**src/rtl/crc_frame_sched.sv**
```systemverilog
// Round-robin scheduler that buffers one whole frame from one of two sources and
// streams it gap-free into a shared 16-bit CRC engine, then returns CRC, id and length.
module crc_frame_sched #(
   parameter  int MAX_WORDS = 16,
   localparam int LEN_W     = $clog2(MAX_WORDS + 1)
) (
   input  logic             clk_in,
   input  logic             rst,
   input  logic [1:0]       s_valid,
   input  logic [31:0]      s_data,
   input  logic [1:0]       s_last,
   output logic [1:0]       s_ready,
   output logic [15:0]      crc_data,
   output logic             crc_valid,
   input  logic [15:0]      crc_result,
   input  logic             crc_done,
   output logic             res_valid,
   input  logic             res_ready,
   output logic [15:0]      res_crc,
   output logic             res_id,
   output logic [LEN_W-1:0] res_len,
   output logic             res_trunc
);

   localparam int AW = $clog2(MAX_WORDS);

   typedef enum logic [2:0] {
      ST_IDLE   = 3'd0,
      ST_LOAD   = 3'd1,
      ST_STREAM = 3'd2,
      ST_WAIT   = 3'd3,
      ST_RESULT = 3'd4
   } state_t;

   state_t           r_state;
   logic             r_g;
   logic             r_rr_ptr;
   logic [LEN_W-1:0] r_wr_ptr;
   logic [LEN_W-1:0] r_rd_ptr;
   logic [LEN_W-1:0] r_len;
   logic             r_trunc;
   logic [15:0]      r_buf [MAX_WORDS];

   logic [1:0]       r_s_ready;
   logic             r_crc_valid;
   logic [15:0]      r_crc_data;
   logic             r_res_valid;
   logic [15:0]      r_res_crc;
   logic             r_res_id;
   logic [LEN_W-1:0] r_res_len;
   logic             r_res_trunc;

   logic             w_pick;
   logic [15:0]      w_word;
   logic             w_last;
   logic             w_beat;
   logic             w_full;
   logic             w_first;
   logic [LEN_W-1:0] w_wr_next;
   logic [LEN_W-1:0] w_rd_next;

   // Prefer rr_ptr on a tie; otherwise whichever source is asking.
   assign w_pick    = s_valid[r_rr_ptr] ? r_rr_ptr : ~r_rr_ptr;
   assign w_word    = r_g ? s_data[31:16] : s_data[15:0];
   assign w_last    = s_last[r_g];
   assign w_beat    = s_valid[r_g] & r_s_ready[r_g];
   assign w_full    = (r_wr_ptr == LEN_W'(MAX_WORDS - 1));
   assign w_first   = (r_wr_ptr == {LEN_W{1'b0}});
   assign w_wr_next = r_wr_ptr + LEN_W'(1);
   assign w_rd_next = r_rd_ptr + LEN_W'(1);

   assign s_ready   = r_s_ready;
   assign crc_data  = r_crc_data;
   assign crc_valid = r_crc_valid;
   assign res_valid = r_res_valid;
   assign res_crc   = r_res_crc;
   assign res_id    = r_res_id;
   assign res_len   = r_res_len;
   assign res_trunc = r_res_trunc;

   // Frame storage is plain data; a reset only has to forget the pointers.
   always_ff @(posedge clk_in) begin
      if (r_state == ST_LOAD && w_beat) begin
         r_buf[r_wr_ptr[AW-1:0]] <= w_word;
      end
   end

   always_ff @(posedge clk_in or posedge rst) begin
      if (rst) begin
         r_state     <= ST_IDLE;
         r_g         <= 1'b0;
         r_rr_ptr    <= 1'b0;
         r_wr_ptr    <= {LEN_W{1'b0}};
         r_rd_ptr    <= {LEN_W{1'b0}};
         r_len       <= {LEN_W{1'b0}};
         r_trunc     <= 1'b0;
         r_s_ready   <= 2'b00;
         r_crc_valid <= 1'b0;
         r_crc_data  <= 16'h0000;
         r_res_valid <= 1'b0;
         r_res_crc   <= 16'h0000;
         r_res_id    <= 1'b0;
         r_res_len   <= {LEN_W{1'b0}};
         r_res_trunc <= 1'b0;
      end else begin
         case (r_state)
            ST_IDLE: begin
               r_wr_ptr <= {LEN_W{1'b0}};
               r_rd_ptr <= {LEN_W{1'b0}};
               if (|s_valid) begin
                  r_g       <= w_pick;
                  r_s_ready <= w_pick ? 2'b10 : 2'b01;
                  r_state   <= ST_LOAD;
               end
            end
            ST_LOAD: begin
               if (w_beat) begin
                  r_wr_ptr <= w_wr_next;
                  if (w_last || w_full) begin
                     r_len       <= w_wr_next;
                     r_trunc     <= ~w_last;
                     r_s_ready   <= 2'b00;
                     r_rd_ptr    <= {LEN_W{1'b0}};
                     r_crc_valid <= 1'b1;
                     // A one-word frame is still being written, so bypass the buffer.
                     r_crc_data  <= w_first ? w_word : r_buf[0];
                     r_state     <= ST_STREAM;
                  end
               end
            end
            ST_STREAM: begin
               if (r_rd_ptr == r_len - LEN_W'(1)) begin
                  r_crc_valid <= 1'b0;
                  r_crc_data  <= 16'h0000;
                  r_state     <= ST_WAIT;
               end else begin
                  r_rd_ptr   <= w_rd_next;
                  r_crc_data <= r_buf[w_rd_next[AW-1:0]];
               end
            end
            ST_WAIT: begin
               if (crc_done) begin
                  r_res_crc   <= crc_result;
                  r_res_id    <= r_g;
                  r_res_len   <= r_len;
                  r_res_trunc <= r_trunc;
                  r_res_valid <= 1'b1;
                  r_state     <= ST_RESULT;
               end
            end
            ST_RESULT: begin
               if (res_ready) begin
                  r_res_valid <= 1'b0;
                  r_rr_ptr    <= ~r_g;
                  r_state     <= ST_IDLE;
               end
            end
            default: begin
               r_s_ready   <= 2'b00;
               r_crc_valid <= 1'b0;
               r_res_valid <= 1'b0;
               r_state     <= ST_IDLE;
            end
         endcase
      end
   end

endmodule

```
**config.mk**
```make
export PLATFORM = sky130hd
export DESIGN_NAME = crc_frame_sched
export DESIGN_NICKNAME = d
export VERILOG_FILES = /design/src/rtl/crc_frame_sched.sv
export SDC_FILE = /design/constraint.sdc
export NUM_CORES = 1
export LEC_CHECK = 0
export BUFFER_PORTS_ARGS = -buffer_cell sky130_fd_sc_hd__buf_2
export CORE_ASPECT_RATIO = 0.8
export CORE_MARGIN = 2
export CORE_UTILIZATION = 45
export CTS_CLUSTER_DIAMETER = 40
export DETAILED_ROUTE_END_ITERATION = 8
export RECOVER_POWER = 25
export SLEW_MARGIN = 20
export SYNTH_ARGS = -nofsm -noshare
export SYNTH_HDL_FRONTEND = slang
export SYNTH_SLANG_ARGS = --single-unit
```
**constraint.sdc**
```tcl
create_clock -name clk_in -period 4.3 [get_ports clk_in]
set_input_delay 0.215 -clock clk_in [delete_from_list [all_inputs] [get_ports clk_in]]
set_output_delay 0.215 -clock clk_in [all_outputs]
set_load 0.05 [all_outputs]
```
==> results.py <==
metrics = {
    "synthesis": {
        "yosysTopAreaCell": "edfxtp_1",
        "synth_warnings": 0,
        "netlist_area_sq_mm": 0.01326,
        "yosysMostFrequentCell": "edfxtp_1",
        "syn-num-nets": 817,
        "syn-mean-instance-area_sq_um": 17.58,
        "synthTopCellsByCount": "256 x edfxtp_1, 64 x dfrtp_1, 64 x mux4_2",
        "synth_edf_count": 256,
        "synthCells": 754,
        "synth.distinct_cells": 48,
        "synthTopCellsByArea": "edfxtp_1 58%, dfrtp_1 12%, mux4_2 11%, mux2_2 3.4%, mux2i_1 1.5%",
        "yosysTopAreaCellShare_pct": 58.00,
        "ys_ff_latch": 320,
        "synthFlopType": "edfxtp_1",
        "async_flop_share_pct": 20.00,
        "yosysSeqAreaShare_pct": 70.08,
    },
    "worst_setup_path": {
        "worstPathRequired_ps": 4690,
        "cp_slowest_cell": "ha_2",
        "crit_path_start": "r_rd_ptr[0]",
        "path_cells": "ha_2, buf_12, mux4_2, nor2b_1, a211oi_1, a21oi_1, a221o_1",
        "r2r_setup_slack_ps": 1200,
        "cp_max_fo": 34,
        "cp_top_family": "adder cells",
        "worstSetupEndpoint": "crc_data[11]",
        "crit_buf_inv": 1,
        "cp.depth": 7,
        "r2r-end": "crc_data[11]",
        "startpoint_type": "register",
        "crit_type": "reg -> reg",
        "arrival_ps": 3490,
        "r2r_start": "r_rd_ptr[0]",
        "max_stage_delay_ps": 890,
        "cp-end-kind": "register",
        "rr_worst_depth": 7,
    },
    "final_layout": {
        "area_growth_syn_to_layout_pct": 17.33,
        "drive_above_1_share_pct": 27.17,
        "fill_cells": 2345,
        "final_cells": 1297,
        "n_antenna_cell": 0,
        "utilization_pct": 53.36,
        "design_area_sq_mm": 0.01555,
        "nNetsFinal": 958,
    },
    "sta": {
        "hold_viol_final": 0,
        "rsz0062_at_grt": "no",
        "timing.fmax_mhz": 322.7,
        "finalMaxSlewViolations": 0,
        "setup_violations": 0,
        "post-route-period-util_pct": 72.06,
        "fin_setup_tns_ps": 0,
        "clock_skew_ps": 17.81,
        "tightest_slew_ps": 1200,
        "relSlewSlack_pct": 19.93,
        "period_minus_slack_ps": 3099,
    },
    "global_routing": {
        "antenna_found_initial": 0,
        "grt_pass1_wl_mm": 45.71,
        "grt_pass1_vias": 7450,
        "grt_usage_pct": 20.38,
        "grt_overflow": 0,
        "grt_max_degree": 36,
    },
    "detailed_routing": {
        "drc": 0,
        "firstDrtPassIters": 5,
        "vias": 7479,
        "routedWlPerCell_um": 23.99,
        "ant_nets": 0,
        "drtIter0Drc": 715,
        "drt_wl_total_mm": 31.11,
        "vias_per_cell": 5.766,
    },
    "flow_run": {
        "cap_viol_max_count": 0,
    },
    "clock_tree": {
        "numClockSinks": 320,
        "post_cts_buffers": 0,
        "cts_tree": "yes",
        "path_clk_slew_ps": 60,
        "cts_max_level": 2,
        "cts-root-buf": "clkbuf_16",
        "cts-buffers-inserted": 36,
        "hold_buffers": 19,
        "postCtsResizedCells": 0,
        "clk_latency_ps": 530,
        "ctsLongestPathBuffers": 3,
    },
    "placement": {
        "hpwl_mm": 18.53,
        "dpl-instance-area_sq_mm": 0.01426,
        "globalplace.congestion": 0.8141,
        "dp.cells": 1215,
        "portBuffers": 98,
    },
    "pwr": {
        "vdd_ir_drop_max_v": 0.0004357,
        "power_mw": 10.48,
        "p_per_area_mw_per_mm2": 673.6,
        "p_leak_nw": 5.484,
    },
    "floorplan": {
        "coreArea_sq_mm": 0.02915,
        "io_pins": 99,
        "die_h_um": 157.5,
        "dieArea_sq_mm": 0.03085,
        "row_count": 56,
        "initial_core_util_pct": 45.48,
        "fp.dieW_um": 195.9,
    },
    "worst_hold_path": {
        "hp-class": "in -> reg",
    },
    "run_status": {
        "status": "finished, final reports clean",
    },
}
==> layout by cell type, fill, tap and decap left out, types with 3 or more instances in the layout <==
cell	count
edfxtp_1	256
mux4_2	64
mux2i_1	20
a211oi_1	15
nand3_1	5
clkbuf_16	37
inv_1	14
and4_1	4
nand2_1	24
xor2_1	3
nand2b_1	3
a31oi_1	5
mux2_2	36
dfrtp_1	63
dlygate4sd3_1	19
mux2_1	4
buf_4	28
clkbuf_1	56
nor2b_1	19
bufinv_16	4
o21ai_0	13
nor3_1	4
ha_1	6
a21oi_1	21
buf_2	55
o31ai_1	3
nor3b_2	4
clkinv_2	3
nor4_1	16
xnor2_1	5
a221o_1	15
and3_1	11
nor2_1	46
==> per-stage QoR <==
stage | hold slack (ps) | setup WS [ps]
after CTS | 1.396 | 1142
after floorplan | 312.0 | 1137
after global routing | 31.92 | 1005
after global placement | 320.3 | 1203
after detailed placement | 346.9 | 1181
final | 19.29 | 1201
==> power breakdown <==
group          switching, mW  leakage (nW)  total, mW  internal, mW
clock network           1.19         0.558       3.02          1.83
logic                   2.07          1.82       3.29          1.22
registers              0.308          3.10       4.16          3.86
==> routing by layer <==
layer | up-vias | global-route usage (%) | routed length (um)
li1 | 3297 | - | -
met1 | 3878 | 30.21 | 14270
met2 | 254 | 31.13 | 14360
met3 | 50 | 3.321 | 1868
met4 | 0 | 6.421 | 609
met5 | - | 0 | 0
==> state kept, by name, summed over array words and instances, names as in the netlist, 2 cells and up <==
name,flops
res_len,5
r_rd_ptr,5
r_wr_ptr,5
res_crc,16
r_len,5
crc_data,16
r_buf,256
s_ready,2
r_state,3
==> cell families after synthesis <==
group,synth area share [%]
AO/OA/AOI/OAI,5.088
adder cells (fa/ha/maj),0.6607
flip-flops,70.08
XOR/XNOR,0.6608
buffers and inverters,2.180
multiplexers,15.78
AND/OR/NAND/NOR,5.550
==> area by class of cell <==
cell class / count / area, sq um / share of cell area, %
Multi-Input combinational cell: 376 / 3720 / 23.92
Tap cell: 377 / 471.7 / 3.033
Clock buffer: 49 / 970.9 / 6.243
Timing Repair Buffer: 147 / 860.8 / 5.535
Clock inverter: 14 / 183.9 / 1.183
Inverter: 14 / 52.55 / 0.3379
Sequential cell: 320 / 9293 / 59.75
==> worst min path at each step <==
stage	depth (start not counted)	slack, ps	end	start
after CTS	2	1	s_ready[1]	s_valid[1]
after detailed placement	2	350	crc_data[0]	rst
after floorplan	1	310	r_g	s_valid[0]
after global routing	2	30	s_ready[1]	s_valid[1]
final	2	20	s_ready[1]	s_valid[1]
after global placement	2	320	crc_data[1]	rst
(Power assumes the default switching activity.)
